<file path="src/rtl/fetch_pc_ctrl_if.sv">
`default_nettype none
// ============================================================================
// Module      : fetch_pc_ctrl_if
// Description : Signal bundle between the fetch PC controller and its
//               surroundings (BTB read/write ports, decode stall, EX-stage
//               branch resolution, instruction-memory fetch address and
//               performance counters).
//   master modport : the PC controller itself
//     in  stall                         decode hazard stall
//     in  btb_valid/btb_taken/btb_target BTB lookup result for current pc
//     in  ex_branch/ex_taken/ex_target  branch resolution from EX
//     out pc                            current fetch PC
//     out flush                         squash IF/ID and ID/EX
//     out btb_update/btb_mispredicted   BTB write enable / mispredict flag
//     out btb_update_pc/btb_update_target BTB write address / target
//     out branch_count/mispredict_count performance counters
//   slave modport  : the environment (mirror directions)
// Revision    : 1.0 - initial release
// ============================================================================
interface fetch_pc_ctrl_if;

  // Pipeline control and BTB lookup
  logic        stall;
  logic        btb_valid;
  logic        btb_taken;
  logic [31:0] btb_target;

  // Branch resolution from the EX stage
  logic        ex_branch;
  logic        ex_taken;
  logic [31:0] ex_target;

  // Fetch address and squash
  logic [31:0] pc;
  logic        flush;

  // BTB write port
  logic        btb_update;
  logic        btb_mispredicted;
  logic [31:0] btb_update_pc;
  logic [31:0] btb_update_target;

  // Performance counters
  logic [31:0] branch_count;
  logic [31:0] mispredict_count;

  modport master (
    input  stall, btb_valid, btb_taken, btb_target,
    input  ex_branch, ex_taken, ex_target,
    output pc, flush,
    output btb_update, btb_mispredicted, btb_update_pc, btb_update_target,
    output branch_count, mispredict_count
  );

  modport slave (
    output stall, btb_valid, btb_taken, btb_target,
    output ex_branch, ex_taken, ex_target,
    input  pc, flush,
    input  btb_update, btb_mispredicted, btb_update_pc, btb_update_target,
    input  branch_count, mispredict_count
  );

endinterface : fetch_pc_ctrl_if
`default_nettype wire

</file>
<file path="src/rtl/fetch_pc_ctrl.sv">
`default_nettype none
// ============================================================================
// Module      : fetch_pc_ctrl
// Description : Fetch program-counter controller with BTB-driven next-PC
//               prediction and EX-stage misprediction recovery.
//               The prediction made for each fetched instruction travels
//               alongside it through ID and EX so that EX can compare the
//               actual outcome against what fetch assumed.
// Ports       :
//   clk    in   single clock, rising edge
//   rst    in   asynchronous active-low reset
//   bus    ---  fetch_pc_ctrl_if.master (see interface header)
// Parameters  :
//   RESET_PC   PC value loaded while reset is asserted
// Build macro :
//   PERF_COUNTERS_EN  when defined, branch_count / mispredict_count are
//                     free-running 32-bit counters; otherwise both ports
//                     are tied to zero and no counter flops exist.
// Revision    : 1.0 - initial release
// ============================================================================
module fetch_pc_ctrl #(
  parameter logic [31:0] RESET_PC = 32'h0000_0000
) (
  input  wire             clk,
  input  wire             rst,
  fetch_pc_ctrl_if.master bus
);

  // --------------------------------------------------------------------------
  // Prediction entry carried with each instruction through ID and EX
  // --------------------------------------------------------------------------
  typedef struct packed {
    logic        v;            // entry holds a real instruction
    logic [31:0] pc;           // fetch address of that instruction
    logic        pred_taken;   // fetch redirected to pred_target
    logic [31:0] pred_target;  // address fetch continued from if taken
  } pred_entry_t;

  localparam pred_entry_t c_bubble = '0;
  localparam logic [31:0] c_inst_bytes = 32'd4;

  // --------------------------------------------------------------------------
  // State
  // --------------------------------------------------------------------------
  logic [31:0] r_pc;
  pred_entry_t r_id;
  pred_entry_t r_ex;

  // --------------------------------------------------------------------------
  // Combinational decode of the current cycle
  // --------------------------------------------------------------------------
  logic        w_pred_hit;
  pred_entry_t w_if_entry;
  logic        w_eff_taken;
  logic        w_dir_wrong;
  logic        w_tgt_wrong;
  logic        w_mispredict;
  logic [31:0] w_redirect_pc;
  logic [31:0] w_pc_plus4;
  logic [31:0] w_next_pc;

  // Only a taken BTB hit steers fetch; a not-taken hit falls through.
  assign w_pred_hit = bus.btb_valid & bus.btb_taken;

  assign w_if_entry.v           = 1'b1;
  assign w_if_entry.pc          = r_pc;
  assign w_if_entry.pred_taken  = w_pred_hit;
  assign w_if_entry.pred_target = bus.btb_target;

  // A bubble in EX counts as "predicted not-taken": if a branch nevertheless
  // resolves there, a taken outcome must redirect while a not-taken one is
  // already on the correct sequential path.
  assign w_eff_taken = r_ex.v & r_ex.pred_taken;

  // Direction wrong, or direction right (taken) but the target differs.
  assign w_dir_wrong  = bus.ex_taken != w_eff_taken;
  assign w_tgt_wrong  = bus.ex_taken & (bus.ex_target != r_ex.pred_target);
  assign w_mispredict = bus.ex_branch & (w_dir_wrong | w_tgt_wrong);

  // Recovery address: the real target, or the fall-through of the branch.
  // 32-bit adds wrap naturally (0xFFFF_FFFC + 4 = 0).
  assign w_pc_plus4    = r_pc + c_inst_bytes;
  assign w_redirect_pc = bus.ex_taken ? bus.ex_target
                                      : (r_ex.pc + c_inst_bytes);

  // Next-PC priority: redirect > stall > BTB prediction > sequential.
  // The redirect deliberately overrides a stall: the stalled instruction in
  // ID is on the wrong path and is being squashed anyway.
  always_comb begin
    w_next_pc = w_pc_plus4;
    if (w_mispredict) begin
      w_next_pc = w_redirect_pc;
    end else if (bus.stall) begin
      w_next_pc = r_pc;
    end else if (w_pred_hit) begin
      w_next_pc = bus.btb_target;
    end
  end

  // --------------------------------------------------------------------------
  // PC register and prediction pipeline
  // --------------------------------------------------------------------------
  always_ff @(posedge clk or negedge rst) begin
    if (!rst) begin
      r_pc <= RESET_PC;
      r_id <= c_bubble;
      r_ex <= c_bubble;
    end else begin
      r_pc <= w_next_pc;
      if (w_mispredict) begin
        // Both younger entries are on the wrong path.
        r_id <= c_bubble;
        r_ex <= c_bubble;
      end else if (bus.stall) begin
        // ID waits for the hazard to clear; EX receives a bubble.
        r_id <= r_id;
        r_ex <= c_bubble;
      end else begin
        r_id <= w_if_entry;
        r_ex <= r_id;
      end
    end
  end

  // --------------------------------------------------------------------------
  // Outputs
  // --------------------------------------------------------------------------
  assign bus.pc    = r_pc;
  assign bus.flush = w_mispredict;

  // Every resolving branch trains the BTB. Address and target are forced to
  // zero when no update is requested so the write port is quiet when idle.
  assign bus.btb_update        = bus.ex_branch;
  assign bus.btb_mispredicted  = w_mispredict;
  assign bus.btb_update_pc     = bus.ex_branch ? r_ex.pc       : 32'h0;
  assign bus.btb_update_target = bus.ex_branch ? bus.ex_target : 32'h0;

  // --------------------------------------------------------------------------
  // Performance counters (optional)
  // --------------------------------------------------------------------------
`ifdef PERF_COUNTERS_EN
  logic [31:0] r_branch_count;
  logic [31:0] r_mispredict_count;

  // Both counters wrap modulo 2^32.
  always_ff @(posedge clk or negedge rst) begin
    if (!rst) begin
      r_branch_count     <= 32'h0;
      r_mispredict_count <= 32'h0;
    end else begin
      if (bus.ex_branch) begin
        r_branch_count <= r_branch_count + 32'd1;
      end
      if (w_mispredict) begin
        r_mispredict_count <= r_mispredict_count + 32'd1;
      end
    end
  end

  assign bus.branch_count     = r_branch_count;
  assign bus.mispredict_count = r_mispredict_count;
`else
  assign bus.branch_count     = 32'h0;
  assign bus.mispredict_count = 32'h0;
`endif

endmodule : fetch_pc_ctrl
`default_nettype wire

</file>
<file path="src/flat_wrapper.sv">
// flat-port wrapper written by rule: the top's interface ports become plain ports
module fetch_pc_ctrl_flat 
#(
  parameter logic [31:0] RESET_PC = 32'h0000_0000
)
  (clk, rst, bus_stall, bus_btb_valid, bus_btb_taken, bus_btb_target, bus_ex_branch, bus_ex_taken, bus_ex_target, bus_pc, bus_flush, bus_btb_update, bus_btb_mispredicted, bus_btb_update_pc, bus_btb_update_target, bus_branch_count, bus_mispredict_count);
  fetch_pc_ctrl_if bus_i ();
  input  wire clk;
  input  wire rst;
  input wire logic [$bits(bus_i.stall)-1:0] bus_stall;
  input wire logic [$bits(bus_i.btb_valid)-1:0] bus_btb_valid;
  input wire logic [$bits(bus_i.btb_taken)-1:0] bus_btb_taken;
  input wire logic [$bits(bus_i.btb_target)-1:0] bus_btb_target;
  input wire logic [$bits(bus_i.ex_branch)-1:0] bus_ex_branch;
  input wire logic [$bits(bus_i.ex_taken)-1:0] bus_ex_taken;
  input wire logic [$bits(bus_i.ex_target)-1:0] bus_ex_target;
  output wire logic [$bits(bus_i.pc)-1:0] bus_pc;
  output wire logic [$bits(bus_i.flush)-1:0] bus_flush;
  output wire logic [$bits(bus_i.btb_update)-1:0] bus_btb_update;
  output wire logic [$bits(bus_i.btb_mispredicted)-1:0] bus_btb_mispredicted;
  output wire logic [$bits(bus_i.btb_update_pc)-1:0] bus_btb_update_pc;
  output wire logic [$bits(bus_i.btb_update_target)-1:0] bus_btb_update_target;
  output wire logic [$bits(bus_i.branch_count)-1:0] bus_branch_count;
  output wire logic [$bits(bus_i.mispredict_count)-1:0] bus_mispredict_count;
  assign bus_i.stall = bus_stall;
  assign bus_i.btb_valid = bus_btb_valid;
  assign bus_i.btb_taken = bus_btb_taken;
  assign bus_i.btb_target = bus_btb_target;
  assign bus_i.ex_branch = bus_ex_branch;
  assign bus_i.ex_taken = bus_ex_taken;
  assign bus_i.ex_target = bus_ex_target;
  assign bus_pc = bus_i.pc;
  assign bus_flush = bus_i.flush;
  assign bus_btb_update = bus_i.btb_update;
  assign bus_btb_mispredicted = bus_i.btb_mispredicted;
  assign bus_btb_update_pc = bus_i.btb_update_pc;
  assign bus_btb_update_target = bus_i.btb_update_target;
  assign bus_branch_count = bus_i.branch_count;
  assign bus_mispredict_count = bus_i.mispredict_count;
  fetch_pc_ctrl #(.RESET_PC(RESET_PC)) u_core (.clk(clk), .rst(rst), .bus(bus_i));
endmodule
</file>
<file path="config.mk">
export PLATFORM = sky130hd
export DESIGN_NAME = fetch_pc_ctrl_flat
export DESIGN_NICKNAME = d
export VERILOG_FILES = /design/src/rtl/fetch_pc_ctrl_if.sv /design/src/rtl/fetch_pc_ctrl.sv /design/src/flat_wrapper.sv
export SDC_FILE = /design/constraint.sdc
export NUM_CORES = 1
export LEC_CHECK = 0
export CAP_MARGIN = 20
export CORE_MARGIN = 5
export CORE_UTILIZATION = 51
export CTS_BUF_LIST = sky130_fd_sc_hd__clkbuf_2
export DETAILED_ROUTE_END_ITERATION = 10
export PLACE_DENSITY = 0.83
export SETUP_SLACK_MARGIN = 0.3
export SLEW_MARGIN = 20
export SYNTH_ARGS = -nofsm -noshare
export SYNTH_HDL_FRONTEND = slang
export SYNTH_SLANG_ARGS = --single-unit
</file>
<file path="constraint.sdc">
create_clock -name clk -period 2.6 [get_ports clk]
set_clock_uncertainty 0.2 [all_clocks]
set_input_delay 0.52 -clock clk [delete_from_list [all_inputs] [get_ports clk]]
set_output_delay 0.52 -clock clk [all_outputs]
set_load 0.005 [all_outputs]
</file>
-- Word level (Yosys, flattened, before mapping)
Cells that the tools add are included.
- flip-flop bits (word level): 164
- output and inout bits: 163
- word-level logic and storage cells: 29
- add/subtract/negate cells: 2
- equal/unequal tests: 3
- mux-type cells: 10
- bitwise operators: 5
- operators with widths (kind ; count):
    $mux W66 ; 4
    $mux W32 ; 6
    $add A32 B3 Y32 const B ; 2
    $ne A32 B32 Y1 ; 1
    $and A1 B1 Y1 ; 4
    $ne A2 B1 Y1 const B ; 1
    $ne A1 B1 Y1 ; 1
    $or A1 B1 Y1 ; 1

-- Longest topological paths before layout
Gate-level depths: netlist of the first run.
- word-level depth: 5
- gate-level depth with buffers: 8
- gate-level depth less buffers: 7

-- Worst setup path after synthesis of the first run
No wires, ideal clock.
- path type: input -> output
- from: input bus_ex_taken
- to: output bus_flush
- data arrival time: 1744 ps
- data required time: 1880 ps
- path slack: 136 ps
- cell stages on the path: 8
- buffers on the path: 4
- cells stage by stage: buf_2 -> nand4_1 -> nor4_1 -> and3_1 -> nor3b_1 -> buf_2 -> buf_2 -> buf_4
- longest elaborated chain between the ends: 3
- RTL lines (what ; RTL line ; RTL):
    from (decl) ; flat_wrapper.sv:15 ; input wire logic [$bits(bus_i.ex_taken)-1:0] bus_ex_taken;
    $ne A1 B1 Y1 or $and A1 B1 Y1 (tied branches) ; fetch_pc_ctrl.sv:76, fetch_pc_ctrl.sv:77 ;
    $or A1 B1 Y1 * ; fetch_pc_ctrl.sv:78 ; assign w_mispredict = bus.ex_branch & (w_dir_wrong | w_tgt_wrong);
    $and A1 B1 Y1 * ; fetch_pc_ctrl.sv:78 ;
    to (decl) ; flat_wrapper.sv:18 ; output wire logic [$bits(bus_i.flush)-1:0] bus_flush;
Every way passes the cells marked *; elsewhere a longest branch is shown, timed or not.

-- Final worst setup path of the first run
- from: register u_core.r_ex[16] in the netlist's numbering
- to: output bus_btb_mispredicted
- longest elaborated chain between the ends: 4
- RTL lines (what ; RTL line ; RTL):
    from (decl) ; fetch_pc_ctrl.sv:47 ; pred_entry_t r_ex;
    from (signal assigned) ; fetch_pc_ctrl.sv:107 ; r_ex <= c_bubble;
    from (signal assigned) ; fetch_pc_ctrl.sv:113 ; r_ex <= c_bubble;
    from (signal assigned) ; fetch_pc_ctrl.sv:117 ; r_ex <= c_bubble;
    $ne A32 B32 Y1 ; fetch_pc_ctrl.sv:77 ; assign w_tgt_wrong = bus.ex_taken & (bus.ex_target != r_ex.pred_target);
    $and A1 B1 Y1 ; fetch_pc_ctrl.sv:77 ;
    $or A1 B1 Y1 ; fetch_pc_ctrl.sv:78 ;
    $and A1 B1 Y1 ; fetch_pc_ctrl.sv:78 ;
    to (decl) ; flat_wrapper.sv:20 ; output wire logic [$bits(bus_i.btb_mispredicted)-1:0] bus_btb_mispredicted;
Every way passes these cells.

==> results.yml, run 1 <==
outcome:
  status: "finished, violations left"
  violations: "setup timing"
place:
  io_buffers: 169
  postPlaceCellArea_sq_um: 11600
  gp_congestion: 0.873
  place_inst: 1351
  dp_hpwl_um: 19800
timing:
  maxSlewHeadroom_pct: 47.3
  hold_slack_ps: 57.2
  finalSetupTns_ps: -35410
  rsz0062_at_grt: "true"
  finalSetupViolCount: 137
  hold_viol: 0
  fmax_mhz: 286
  min_period_ps: 3490
  slew_violations: 0
  fin_crit_sh_pct: 134
  worst_slew_pin_slew_ps: 783
  fin_ws_ps: -892
route:
  drt-initial-drc-count: 1341
  dr.pass1.iters: 6
  route.detailed.drc: 0
  wl_um: 39600
  ant_nets: 0
  vias_per_cell: 6.37
  routedWlPerCell_um: 26.4
  vias: 9564
power_and_ir_drop:
  switchingPower_mw: 2.41
  swShare_pct: 34.7
  combPwrFrac_pct: 36.5
  power.internal_mw: 4.54
  power_density_nw_per_um2: 493
  p_seq_share_pct: 44.2
  power_leakage_nw: 6.47
  max-vdd-ir-drop_uv: 380
  finalPower_mw: 6.95
  p_clk_share_pct: 19.3
critical_path:
  cp_max_fo: 4
  reg2reg_from: "u_core.r_ex[16]"
  required_ps: 1880
  cp-end-kind: "output port"
  critPathLaunchType: "register"
  reg2reg_depth: 12
  r2r_setup_slack_ps: -430
  crit_type: "reg2out"
  reg2reg_to: "u_core.bus.pc[9]"
  arrival_ps: 2770
synth:
  yosysMostFrequentCell: "dfrtp_1"
  yosysSeqAreaShare_pct: 44.1
  yosys.area.top_type: "dfrtp_1"
  synth.avg_cell_area_sq_um: 9.94
  synthTopCellsByCount: "dfrtp_1 (164), mux2i_1 (115), nor2_1 (100), buf_4 (70), nor3b_1 (67)"
  synthDominantCellAreaShare_pct: 44.1
  netlist_instances: 937
  ys_ff_latch: 164
  ys_types: 47
  yosysWarnings: 0
  synth-edff-count: 0
  synth_ff_type: "dfrtp_1"
  ys_top_cells_by_area: "dfrtp_1 (44%), mux2i_1 (12%), buf_4 (5.6%), nor3b_1 (5.4%), and2_1 (4.4%)"
  netlist_area_sq_um: 9310
  async_reset_ff_share_pct: 100
grt:
  grtUsageTotal_pct: 30.8
  overflow: 0
  grt_first_pass_wirelength_um: 51500
  grt_pass1_vias: 9043
  grt_max_degree: 67
  antenna_found_initial: 3
cts:
  clockBufferDepth: 2
  cts_tree: "done"
  worst_skew_pair.late_latency_ps: 800
  cts_max_level: 4
  clkTransAtPathRegs_ps: 220
  numCtsBuffers: 17
  clock-sinks: 164
  root_buffer: "clkbuf_2"
die:
  num_rows: 49
  core-area_sq_um: 18000
  die_y_um: 145
  io_pins: 234
  die_w_um: 145
  initial_core_util_pct: 51.8
  dieArea_sq_um: 21100
layout:
  layout.nets: 1335
  fill_cells: 977
  multi_input_area_sq_um: 5640
  area_growth_pct: 51.4
  seqCellArea_sq_um: 4120
  instances_no_fill: 1502
  drive_above_1_share_pct: 37.0
  final_cell_area_sq_um: 14100
job:
  cap_violations: 0
min_path:
  hp-class: "in2async"
-- cells in the final DEF, fill, tap and decap left out, drive strengths merged, types with 4 or more instances in the layout --
cell	synthesis	routed
buf	98	226
dfrtp	164	164
mux2i	115	115
nor2	101	101
nor3b	67	67
clkdlybuf4s50	0	66
and2	66	66
conb	1	64
clkbuf	31	49
xnor2	47	47
dlygate4sd2	0	40
a21oi	39	39
nand2	32	32
nand4	27	27
nand3	25	25
o22ai	24	24
xor2	14	14
and3	13	13
o22a	8	8
nor4	8	8
inv	7	7
a31oi	7	7
nor3	7	7
clkdlybuf4s15	0	6
and4	5	5
clkinv	0	5
o21ai	4	4
o21a	4	4
-- timing repair --
item                                    CTS  global route
pin swaps                                39            34
hold buffers                              2             1
endpoints found under the hold margin   119             1
gates cloned                             14             9
gates resized for setup                 369           165
endpoints found under the setup margin  256           222
buffers inserted                         82            13
-- layer usage --
metal	share of wire (%)	global-route usage, %	up-vias	routed length [um]
met4	7.1	15.7	0	2820
met5	0	0	-	0
met3	13	7.55	277	5030
met2	46	48.4	883	18000
li1	-	-	3793	-
met1	35	39.8	4611	13700
-- cells by family after synthesis --
| group | count (synthesis) | synth area share (%) |
|---|---|---|
| XOR/XNOR | 61 | 5.74 |
| flip-flops | 164 | 44.1 |
| AND/OR/NAND/NOR | 357 | 22.0 |
| adder cells (fa/ha/maj) | 2 | 0.269 |
| AO/OA/AOI/OAI | 98 | 6.61 |
| other | 1 | 0.0403 |
| multiplexers | 118 | 12.7 |
| buffers and inverters | 136 | 8.57 |
-- through the flow --
stage | setup slack [ps] | util (%)
after floorplan | 294 | -
final | -892 | 78.5
after CTS | -629 | 74.1
after global routing | -1030 | 78.5
after detailed placement | -881 | 64.5
after global placement | -880 | 64.5
-- final cells by class --
type	count	share of cell area [%]
sequential	164	29.2
timing repair buffer	372	27.2
antenna	2	0.0355
clock inverter	8	0.630
clock buffer	20	0.710
multi-input combinational	700	40.0
tap	229	2.03
inverter	7	0.186
-- power by group through the flow --
| stage | Sequential [mW] | Clock [mW] | Combinational [mW] |
|---|---|---|---|
| CTS | 3.02 | 1.29 | 2.13 |
| floorplan | 3.11 | 0 | 0.833 |
| detailed placement | 3.14 | 0 | 1.63 |
| global placement | 3.12 | 0 | 1.59 |
| global route | 3.09 | 1.44 | 2.64 |
| finish | 3.07 | 1.34 | 2.54 |
-- worst max path at each step --
stage,depth (start not counted),slack (ps),end,startpoint
finish,7,-890,bus_btb_mispredicted,u_core.r_ex[16]
global route,7,-1030,bus_btb_mispredicted,u_core.r_ex[16]
CTS,7,-630,bus_btb_mispredicted,u_core.r_ex[18]
detailed placement,8,-880,bus_btb_mispredicted,bus_ex_target[9]
global placement,8,-880,bus_flush,bus_ex_target[9]
floorplan,8,290,bus_flush,bus_ex_target[7]
-- critical path, cell delays in order, from the launching register on --
cell and delay (ps):
dfrtp_1 460, xnor2_2 340, nand4_1 190, nor4_1 350, and3_1 300, nor3b_4 90
buf_12 150, buf_6 110
-- sequential cells by signal (all words and copies together), names as in the netlist --
name	count
u_core.bus.pc	32
u_core.r_ex	66
u_core.r_id	66
No activity file was read; power rests on OpenSTA's default activity.
==> run 2: changes to the inputs <==
--- a/config.mk
+++ b/config.mk
@@ -5,7 +5,6 @@
 export SDC_FILE = /design/constraint.sdc
 export NUM_CORES = 1
 export LEC_CHECK = 0
-export CAP_MARGIN = 20
 export CORE_MARGIN = 5
 export CORE_UTILIZATION = 51
 export CTS_BUF_LIST = sky130_fd_sc_hd__clkbuf_2
==> results of run 2 <==
The final DEF is identical to that of run 1; final timing and power are the same.
==> run 3: changes to the inputs <==
--- a/config.mk
+++ b/config.mk
@@ -5,6 +5,7 @@
 export SDC_FILE = /design/constraint.sdc
 export NUM_CORES = 1
 export LEC_CHECK = 0
+export ABC_CLOCK_PERIOD_IN_PS = 2600
 export CORE_MARGIN = 5
 export CORE_UTILIZATION = 51
 export CTS_BUF_LIST = sky130_fd_sc_hd__clkbuf_2
==> results of run 3 <==
The final DEF is identical to that of run 1; final timing and power are the same.
